<file path="src/rtl/dm_byte_sequencer.sv">
`default_nettype none
// ============================================================================
// Module   : dm_byte_sequencer
// Purpose  : Byte-serial load/store sequencer between the core's data-memory
//            request port and an 8-bit synchronous-read memory. One request
//            is broken into 1, 2 or 4 byte beats (little-endian). Load bytes
//            are reassembled, sign/zero extended and returned with a
//            one-cycle response strobe.
// Ports    :
//   clk, rst_n            clock, asynchronous active-low reset
//   req_valid / req_ready request handshake (ready only while idle)
//   DMWr, DMCtrl          1 = store; funct3 size/extension code
//   DMAddress, DMDataWr   first-beat byte address; store data (7:0 first)
//   resp_valid, resp_err  completion strobe; illegal-DMCtrl flag
//   DMDataRd              extended load result (0 for stores / errors)
//   mem_en, mem_we        byte beat active; beat is a write
//   mem_addr, mem_wdata   beat byte address (wraps mod 2^ADDR_W); write byte
//   mem_rdata             read byte, valid the cycle after a read beat
// Revision : 1.0 - initial release
// ============================================================================
module dm_byte_sequencer #(
   parameter int ADDR_W = 32
) (
   input  logic              clk,
   input  logic              rst_n,
   input  logic              req_valid,
   output logic              req_ready,
   input  logic              DMWr,
   input  logic [2:0]        DMCtrl,
   input  logic [31:0]       DMAddress,
   input  logic [31:0]       DMDataWr,
   output logic              resp_valid,
   output logic              resp_err,
   output logic [31:0]       DMDataRd,
   output logic              mem_en,
   output logic              mem_we,
   output logic [ADDR_W-1:0] mem_addr,
   output logic [7:0]        mem_wdata,
   input  logic [7:0]        mem_rdata
);

   // ------------------------------------------------------------------------
   // Encodings
   // ------------------------------------------------------------------------
   localparam logic [1:0] c_ST_IDLE  = 2'd0;
   localparam logic [1:0] c_ST_BEAT  = 2'd1;
   localparam logic [1:0] c_ST_DRAIN = 2'd2;
   localparam logic [1:0] c_ST_RESP  = 2'd3;

   localparam logic [2:0] c_CTRL_LB  = 3'b000;
   localparam logic [2:0] c_CTRL_LH  = 3'b001;
   localparam logic [2:0] c_CTRL_LW  = 3'b010;
   localparam logic [2:0] c_CTRL_LBU = 3'b100;
   localparam logic [2:0] c_CTRL_LHU = 3'b101;

   // ------------------------------------------------------------------------
   // State and datapath registers
   // ------------------------------------------------------------------------
   logic [1:0]        r_state;
   logic [1:0]        w_state_nxt;

   logic              r_wr;          // latched DMWr
   logic [2:0]        r_ctrl;        // latched DMCtrl
   logic [ADDR_W-1:0] r_addr;        // latched first-beat address
   logic [31:0]       r_data;        // latched store data
   logic [1:0]        r_k;           // current beat index
   logic [1:0]        r_nlast;       // index of the final beat (n-1)

   logic              r_rd_pend;     // a read beat was issued last cycle
   logic [1:0]        r_rd_lane;     // byte lane that read beat belongs to
   logic [31:0]       r_asm;         // little-endian load assembly register

   logic              r_resp_valid;
   logic              r_resp_err;
   logic [31:0]       r_rdata;

   // ------------------------------------------------------------------------
   // Request decode (combinational, on the live request inputs)
   // ------------------------------------------------------------------------
   logic              w_accept;
   logic              w_ctrl_legal;
   logic [1:0]        w_nlast_in;

   assign w_accept = (r_state == c_ST_IDLE) && req_valid;

   always_comb begin
      w_ctrl_legal = 1'b1;
      w_nlast_in   = 2'd0;
      case (DMCtrl)
         c_CTRL_LB, c_CTRL_LBU: w_nlast_in = 2'd0;
         c_CTRL_LH, c_CTRL_LHU: w_nlast_in = 2'd1;
         c_CTRL_LW:             w_nlast_in = 2'd3;
         default:               w_ctrl_legal = 1'b0;
      endcase
   end

   // ------------------------------------------------------------------------
   // Load assembly and extension
   // ------------------------------------------------------------------------
   // The final read byte arrives in DRAIN; it is merged here so the result
   // register can be loaded on the same edge that leaves DRAIN. mem_rdata
   // only ever reaches DMDataRd through r_rdata.
   logic [31:0] w_asm_merged;
   logic [31:0] w_ext;

   always_comb begin
      w_asm_merged = r_asm;
      w_asm_merged[{r_rd_lane, 3'b000} +: 8] = mem_rdata;
   end

   always_comb begin
      w_ext = 32'h0;
      case (r_ctrl)
         c_CTRL_LB:  w_ext = {{24{w_asm_merged[7]}},  w_asm_merged[7:0]};
         c_CTRL_LH:  w_ext = {{16{w_asm_merged[15]}}, w_asm_merged[15:0]};
         c_CTRL_LW:  w_ext = w_asm_merged;
         c_CTRL_LBU: w_ext = {24'h0, w_asm_merged[7:0]};
         c_CTRL_LHU: w_ext = {16'h0, w_asm_merged[15:0]};
         default:    w_ext = 32'h0;
      endcase
   end

   // ------------------------------------------------------------------------
   // FSM: state register
   // ------------------------------------------------------------------------
   always_ff @(posedge clk or negedge rst_n) begin
      if (!rst_n) begin
         r_state <= c_ST_IDLE;
      end else begin
         r_state <= w_state_nxt;
      end
   end

   // ------------------------------------------------------------------------
   // FSM: next-state logic
   // ------------------------------------------------------------------------
   always_comb begin
      w_state_nxt = r_state;
      case (r_state)
         c_ST_IDLE: begin
            if (req_valid) begin
               // Illegal sizes skip the memory entirely and report at once.
               w_state_nxt = w_ctrl_legal ? c_ST_BEAT : c_ST_RESP;
            end
         end
         c_ST_BEAT: begin
            if (r_k == r_nlast) begin
               // Loads need one extra cycle for the last synchronous read.
               w_state_nxt = r_wr ? c_ST_RESP : c_ST_DRAIN;
            end
         end
         c_ST_DRAIN: w_state_nxt = c_ST_RESP;
         c_ST_RESP:  w_state_nxt = c_ST_IDLE;
         default:    w_state_nxt = c_ST_IDLE;
      endcase
   end

   // ------------------------------------------------------------------------
   // FSM: output logic
   // ------------------------------------------------------------------------
   logic [ADDR_W-1:0] w_beat_addr;

   // Natural ADDR_W-bit overflow gives the required wrap to address 0.
   assign w_beat_addr = r_addr + ADDR_W'(r_k);

   always_comb begin
      req_ready = 1'b0;
      mem_en    = 1'b0;
      mem_we    = 1'b0;
      mem_addr  = '0;
      mem_wdata = 8'h00;
      case (r_state)
         c_ST_IDLE: req_ready = 1'b1;
         c_ST_BEAT: begin
            mem_en    = 1'b1;
            mem_we    = r_wr;
            mem_addr  = w_beat_addr;
            mem_wdata = r_data[{r_k, 3'b000} +: 8];
         end
         default: begin
            req_ready = 1'b0;
         end
      endcase
   end

   assign resp_valid = r_resp_valid;
   assign resp_err   = r_resp_err;
   assign DMDataRd   = r_rdata;

   // ------------------------------------------------------------------------
   // Request latch, beat counter and read capture
   // ------------------------------------------------------------------------
   always_ff @(posedge clk or negedge rst_n) begin
      if (!rst_n) begin
         r_wr      <= 1'b0;
         r_ctrl    <= 3'b000;
         r_addr    <= '0;
         r_data    <= 32'h0;
         r_k       <= 2'd0;
         r_nlast   <= 2'd0;
         r_rd_pend <= 1'b0;
         r_rd_lane <= 2'd0;
         r_asm     <= 32'h0;
      end else begin
         if (w_accept) begin
            r_wr    <= DMWr;
            r_ctrl  <= DMCtrl;
            r_addr  <= DMAddress[ADDR_W-1:0];
            r_data  <= DMDataWr;
            r_k     <= 2'd0;
            r_nlast <= w_nlast_in;
            r_asm   <= 32'h0;
         end else if (r_state == c_ST_BEAT) begin
            r_k <= r_k + 2'd1;
         end

         // Each read beat's byte shows up one cycle later; remember which
         // lane it belongs to so the capture lines up with the beat.
         r_rd_pend <= (r_state == c_ST_BEAT) && !r_wr;
         r_rd_lane <= r_k;
         if (r_rd_pend) begin
            r_asm <= w_asm_merged;
         end
      end
   end

   // ------------------------------------------------------------------------
   // Registered response
   // ------------------------------------------------------------------------
   always_ff @(posedge clk or negedge rst_n) begin
      if (!rst_n) begin
         r_resp_valid <= 1'b0;
         r_resp_err   <= 1'b0;
         r_rdata      <= 32'h0;
      end else begin
         r_resp_valid <= (w_state_nxt == c_ST_RESP);
         // The only path from IDLE straight to RESP is an illegal DMCtrl.
         r_resp_err   <= (w_state_nxt == c_ST_RESP) && (r_state == c_ST_IDLE);
         // Only loads leave through DRAIN; stores and errors return zero.
         if ((w_state_nxt == c_ST_RESP) && (r_state == c_ST_DRAIN)) begin
            r_rdata <= w_ext;
         end else begin
            r_rdata <= 32'h0;
         end
      end
   end

endmodule
`default_nettype wire
</file>
<file path="config.mk">
export PLATFORM = sky130hd
export DESIGN_NAME = dm_byte_sequencer
export DESIGN_NICKNAME = d
export VERILOG_FILES = /design/src/rtl/dm_byte_sequencer.sv
export SDC_FILE = /design/constraint.sdc
export NUM_CORES = 1
export LEC_CHECK = 0
export BUFFER_PORTS_ARGS = -buffer_cell sky130_fd_sc_hd__buf_4
export CAP_MARGIN = 20
export CORE_MARGIN = 2
export CORE_UTILIZATION = 59
export DETAILED_ROUTE_END_ITERATION = 6
export PLACE_DENSITY = 0.86
export REMOVE_ABC_BUFFERS = 1
export SLEW_MARGIN = 30
export SYNTH_ARGS = -nofsm -noshare
export SYNTH_HDL_FRONTEND = slang
export SYNTH_SLANG_ARGS = --single-unit
export TNS_END_PERCENT = 1
</file>
<file path="constraint.sdc">
create_clock -name clk -period 5.4 [get_ports clk]
set_input_delay 1.35 -clock clk [delete_from_list [all_inputs] [get_ports clk]]
set_output_delay 1.35 -clock clk [all_outputs]
set_load 0.05 [all_outputs]
</file>
==> summary by stage <==
Critical path
STA puts the critical path data arrival time at 3360 ps. STA classifies the critical path startpoint as a register. At the worst endpoint, the required time is 4050 ps. STA classifies the critical path endpoint as a primary output. The maximum single-stage delay on the critical path is 710 ps. The top fanout value on the critical path is 15. The sum of buffers and inverters on the critical path is 1. For this design, the slowest cell found on the critical path is dfrtp_1. The critical path goes through fa_1, and2_1, nand4_1, or4_2, a21oi_1, buf_4. The kind of cell with the highest combined delay along the critical path is simple AND/OR/NAND/NOR gates. The critical path is of the register to primary output type.

Place
Summed over all nets, the half-perimeter wirelength after detailed placement is 11800 um. Before CTS, the worst setup slack after placement is 1200 ps. The number of instances in the placed design is 1013. The congestion estimate from routability-driven global placement came to 0.941. During placement, the flow inserted port buffers numbering 155.

Synth
Yosys mapped the design onto 57 distinct sky130hd cell types. The fraction of the yosys area taken by sequential cells is 0.517. A synthesized cell averages 9.19 um^2. Sorting the synthesized cells by how often they occur yields nand2_1 (262), dfrtp_1 (143), a21oi_1 (33), o21ai_0 (33), clkbuf_1 (29). The synthesized instance count is 754. After synthesis the netlist holds a flip-flop and latch count of 143. The area share of the largest cell type after synthesis is 0.517. The cell area after synthesis is 6930 um^2. By instance count, the leading cell after synthesis is nand2_1.

The number of flops mapped to enable cells by yosys is 0. The Yosys step of the flow raised 0 warnings. The share of flip-flops with an asynchronous set or reset after synthesis is 1.00.

Ranked by total cell area, the synthesized netlist is headed by dfrtp_1 (52%), nand2_1 (14%), mux2i_1 (3.6%). The flip-flop cell with the highest count after synthesis is dfrtp_1. Of all cell types, the one taking the most synthesized area is dfrtp_1.

GRT
Entering global routing, the biggest net connects 107 pins. The initial antenna violation count is 0. The first global-routing pass estimated 28900 um of wire. The via count of the first global-routing pass was 6021.

In the global route stage, overall resource usage came out at 0.285. Global routing finished with a remaining overflow of 0.

Clocking
The clock-pin transition on the worst setup and hold timing paths is 60 ps. Buffers inserted to repair hold after CTS numbered 0. The maximum clock insertion buffer count is 2. The cell chosen for the clock root is clkbuf_16. The clock buffer count from CTS is 17.

The post-CTS setup buffer count is 0. CTS saw 143 sinks. In this run the number of H-tree levels came out at 4.

The clock network latency to the later pin of the worst-skew pair is 430 ps. TritonCTS built the clock tree. The post-cts sizing count is 0.

STA
The total negative slack for setup checks is 0 ps. The number of hold violations in the final report was 0. After layout, the minimum clock period comes to 4710 ps. In the finished design, the share of the clock period the worst path needs comes to 0.873.

The pin slew with the least headroom to its limit is 829 ps. The max-slew violation count came to 0. For the final database, setup skew stands at 9.10 ps. The worst path setup slack after routing is 685 ps.

The number of setup violations in the final report is 0. The highest attainable clock frequency is 212 MHz. The worst slew margin relative to its limit is 0.447.

Setup repair after global routing left no endpoint under its margin.

Floorplanning
The floorplan step defined a die boundary enclosing 12600 um^2. The floorplan has 39 rows. The top-level port count is 156.

The floorplan step defined a core boundary enclosing 11400 um^2. The die height is 112 um. From left edge to right edge, the die measures 112 um. The initial utilization of the core area, before any placement, comes to 0.607.

Cells and area
Summing all flip-flop and latch instances after layout gives 3580 um^2. The number of diodes is 0. The relative area change from synthesis to final layout is 25.7%. In the final layout, the multi-input gates occupy 3110 um^2. The utilization after layout is 0.763. The number of nets in the layout is 976. The share of layout cells above drive strength 1 is 0.231. The count of cells in the finished layout, fillers not included, comes to 1045. The number of inserted filler cells in the final layout is 773.

Drt
Dividing the detail-routed wire length by the instance count gives 16.6 um. Once detail routing completed, the nets flagged for antenna violations numbered 0. After detailed routing, the number of remaining DRC violations is 0. For this block, the routed nets add up to 17400 um of wire. In this run, the number of DRC markers left after iteration 0 of detailed routing was 663. After detailed routing, the number of vias per cell comes to 5.76. The count of vias placed by the detailed router is 6024. The pre-antenna-repair detailed-routing pass consisted of 7 iterations.

Power and ir drop
The leakage power is 4.28 nW. IR analysis of the VDD net gives a maximum drop of 0.371 mV. In this run the power density over the cells is 607 nW/um^2.

Run
The total of max-cap violations is 0.

Outcome
The run finished with clean final reports.

Hold path
The tightest min-delay check is of the register to register type.
==> per-layer routing <==
metal | wire (um) | GRT usage
met5 | 0 | 0
met4 | 351 | 0.119
met3 | 1150 | 0.0670
met2 | 8810 | 0.468
met1 | 7060 | 0.369
==> worst min-delay path, delay by kind of cell (launching register included) <==
kind | cells | cell delay (ps)
flops | 1 | 330
simple gates | 2 | 100
==> worst paths after layout <==
| kind | from | end | slack (ps) | depth (start not counted) |
|---|---|---|---|---|
| hold reg to reg | r_data[21] | r_data[21] | 470 | 2 |
| setup / recovery | r_k[1] | mem_addr[22] | 690 | 6 |
| max in group asynchronous | rst_n | DMDataRd[1] | 3420 | 2 |
| min in group asynchronous | rst_n | r_data[24] | 990 | 1 |
| setup reg to reg | r_rd_lane[0] | DMDataRd[8] | 2970 | 6 |
| hold / removal | r_data[21] | r_data[21] | 470 | 2 |
==> kinds of logic (layout without fill, tap and decap cells) <==
family                   Yosys count  count (layout)  share of synthesized area
AND/OR/NAND/NOR                  383             383                      0.250
flip-flops                       143             143                      0.517
AO/OA/AOI/OAI                    115             115                      0.103
buffers and inverters             58             206                     0.0358
multiplexers                      33              33                     0.0621
XOR/XNOR                          14              14                     0.0177
adder cells (fa/ha/maj)            8               8                     0.0155
==> cell type report <==
cell class                 count  area share
inverter                      13     0.00560
sequential                   143       0.411
timing repair buffer         161       0.140
clock buffer                  22      0.0533
clock inverter                10      0.0128
multi-input combinational    553       0.357
tap                          143      0.0205
==> through the flow <==
| step | instance area (um^2) | hold WS [ps] | total power [mW] |
|---|---|---|---|
| 3_5_place_dp | 8130 | 459 | 4.13 |
| 4_1_cts | 8700 | 473 | 5.29 |
| 3_3_place_gp | 8120 | 452 | 4.01 |
| 2_1_floorplan | 6730 | 440 | 3.40 |
| 6_report | 8710 | 473 | 5.29 |
| 5_1_grt | 8710 | 498 | 5.59 |
==> registers in the layout, summed over array words and instances (netlist names), 2 cells and up <==
name       flops
r_data        32
r_asm         32
r_k            2
r_addr        32
r_state        2
r_nlast        2
r_rd_lane      2
DMDataRd      32
r_ctrl         3
==> cells in the final DEF (no fill, tap or decap), types with 12 or more instances in the layout <==
cell type / count
o31ai_1: 12
and2_1: 18
nor2_1: 26
a22oi_1: 14
nand2_1: 261
clkbuf_16: 17
or4_1: 12
dfrtp_1: 143
inv_1: 12
buf_4: 160
mux2i_1: 25
a21oi_1: 33
o21ai_0: 33
==> where the power goes <==
group / total (mW) / leakage (nW) / internal [mW] / switching [mW]
Sequential: 1.78 / 1.88 / 1.45 / 0.332
Clock: 1.14 / 0.276 / 0.701 / 0.437
Combinational: 2.37 / 2.13 / 0.809 / 1.56
No activity file was read; power rests on OpenSTA's default activity.
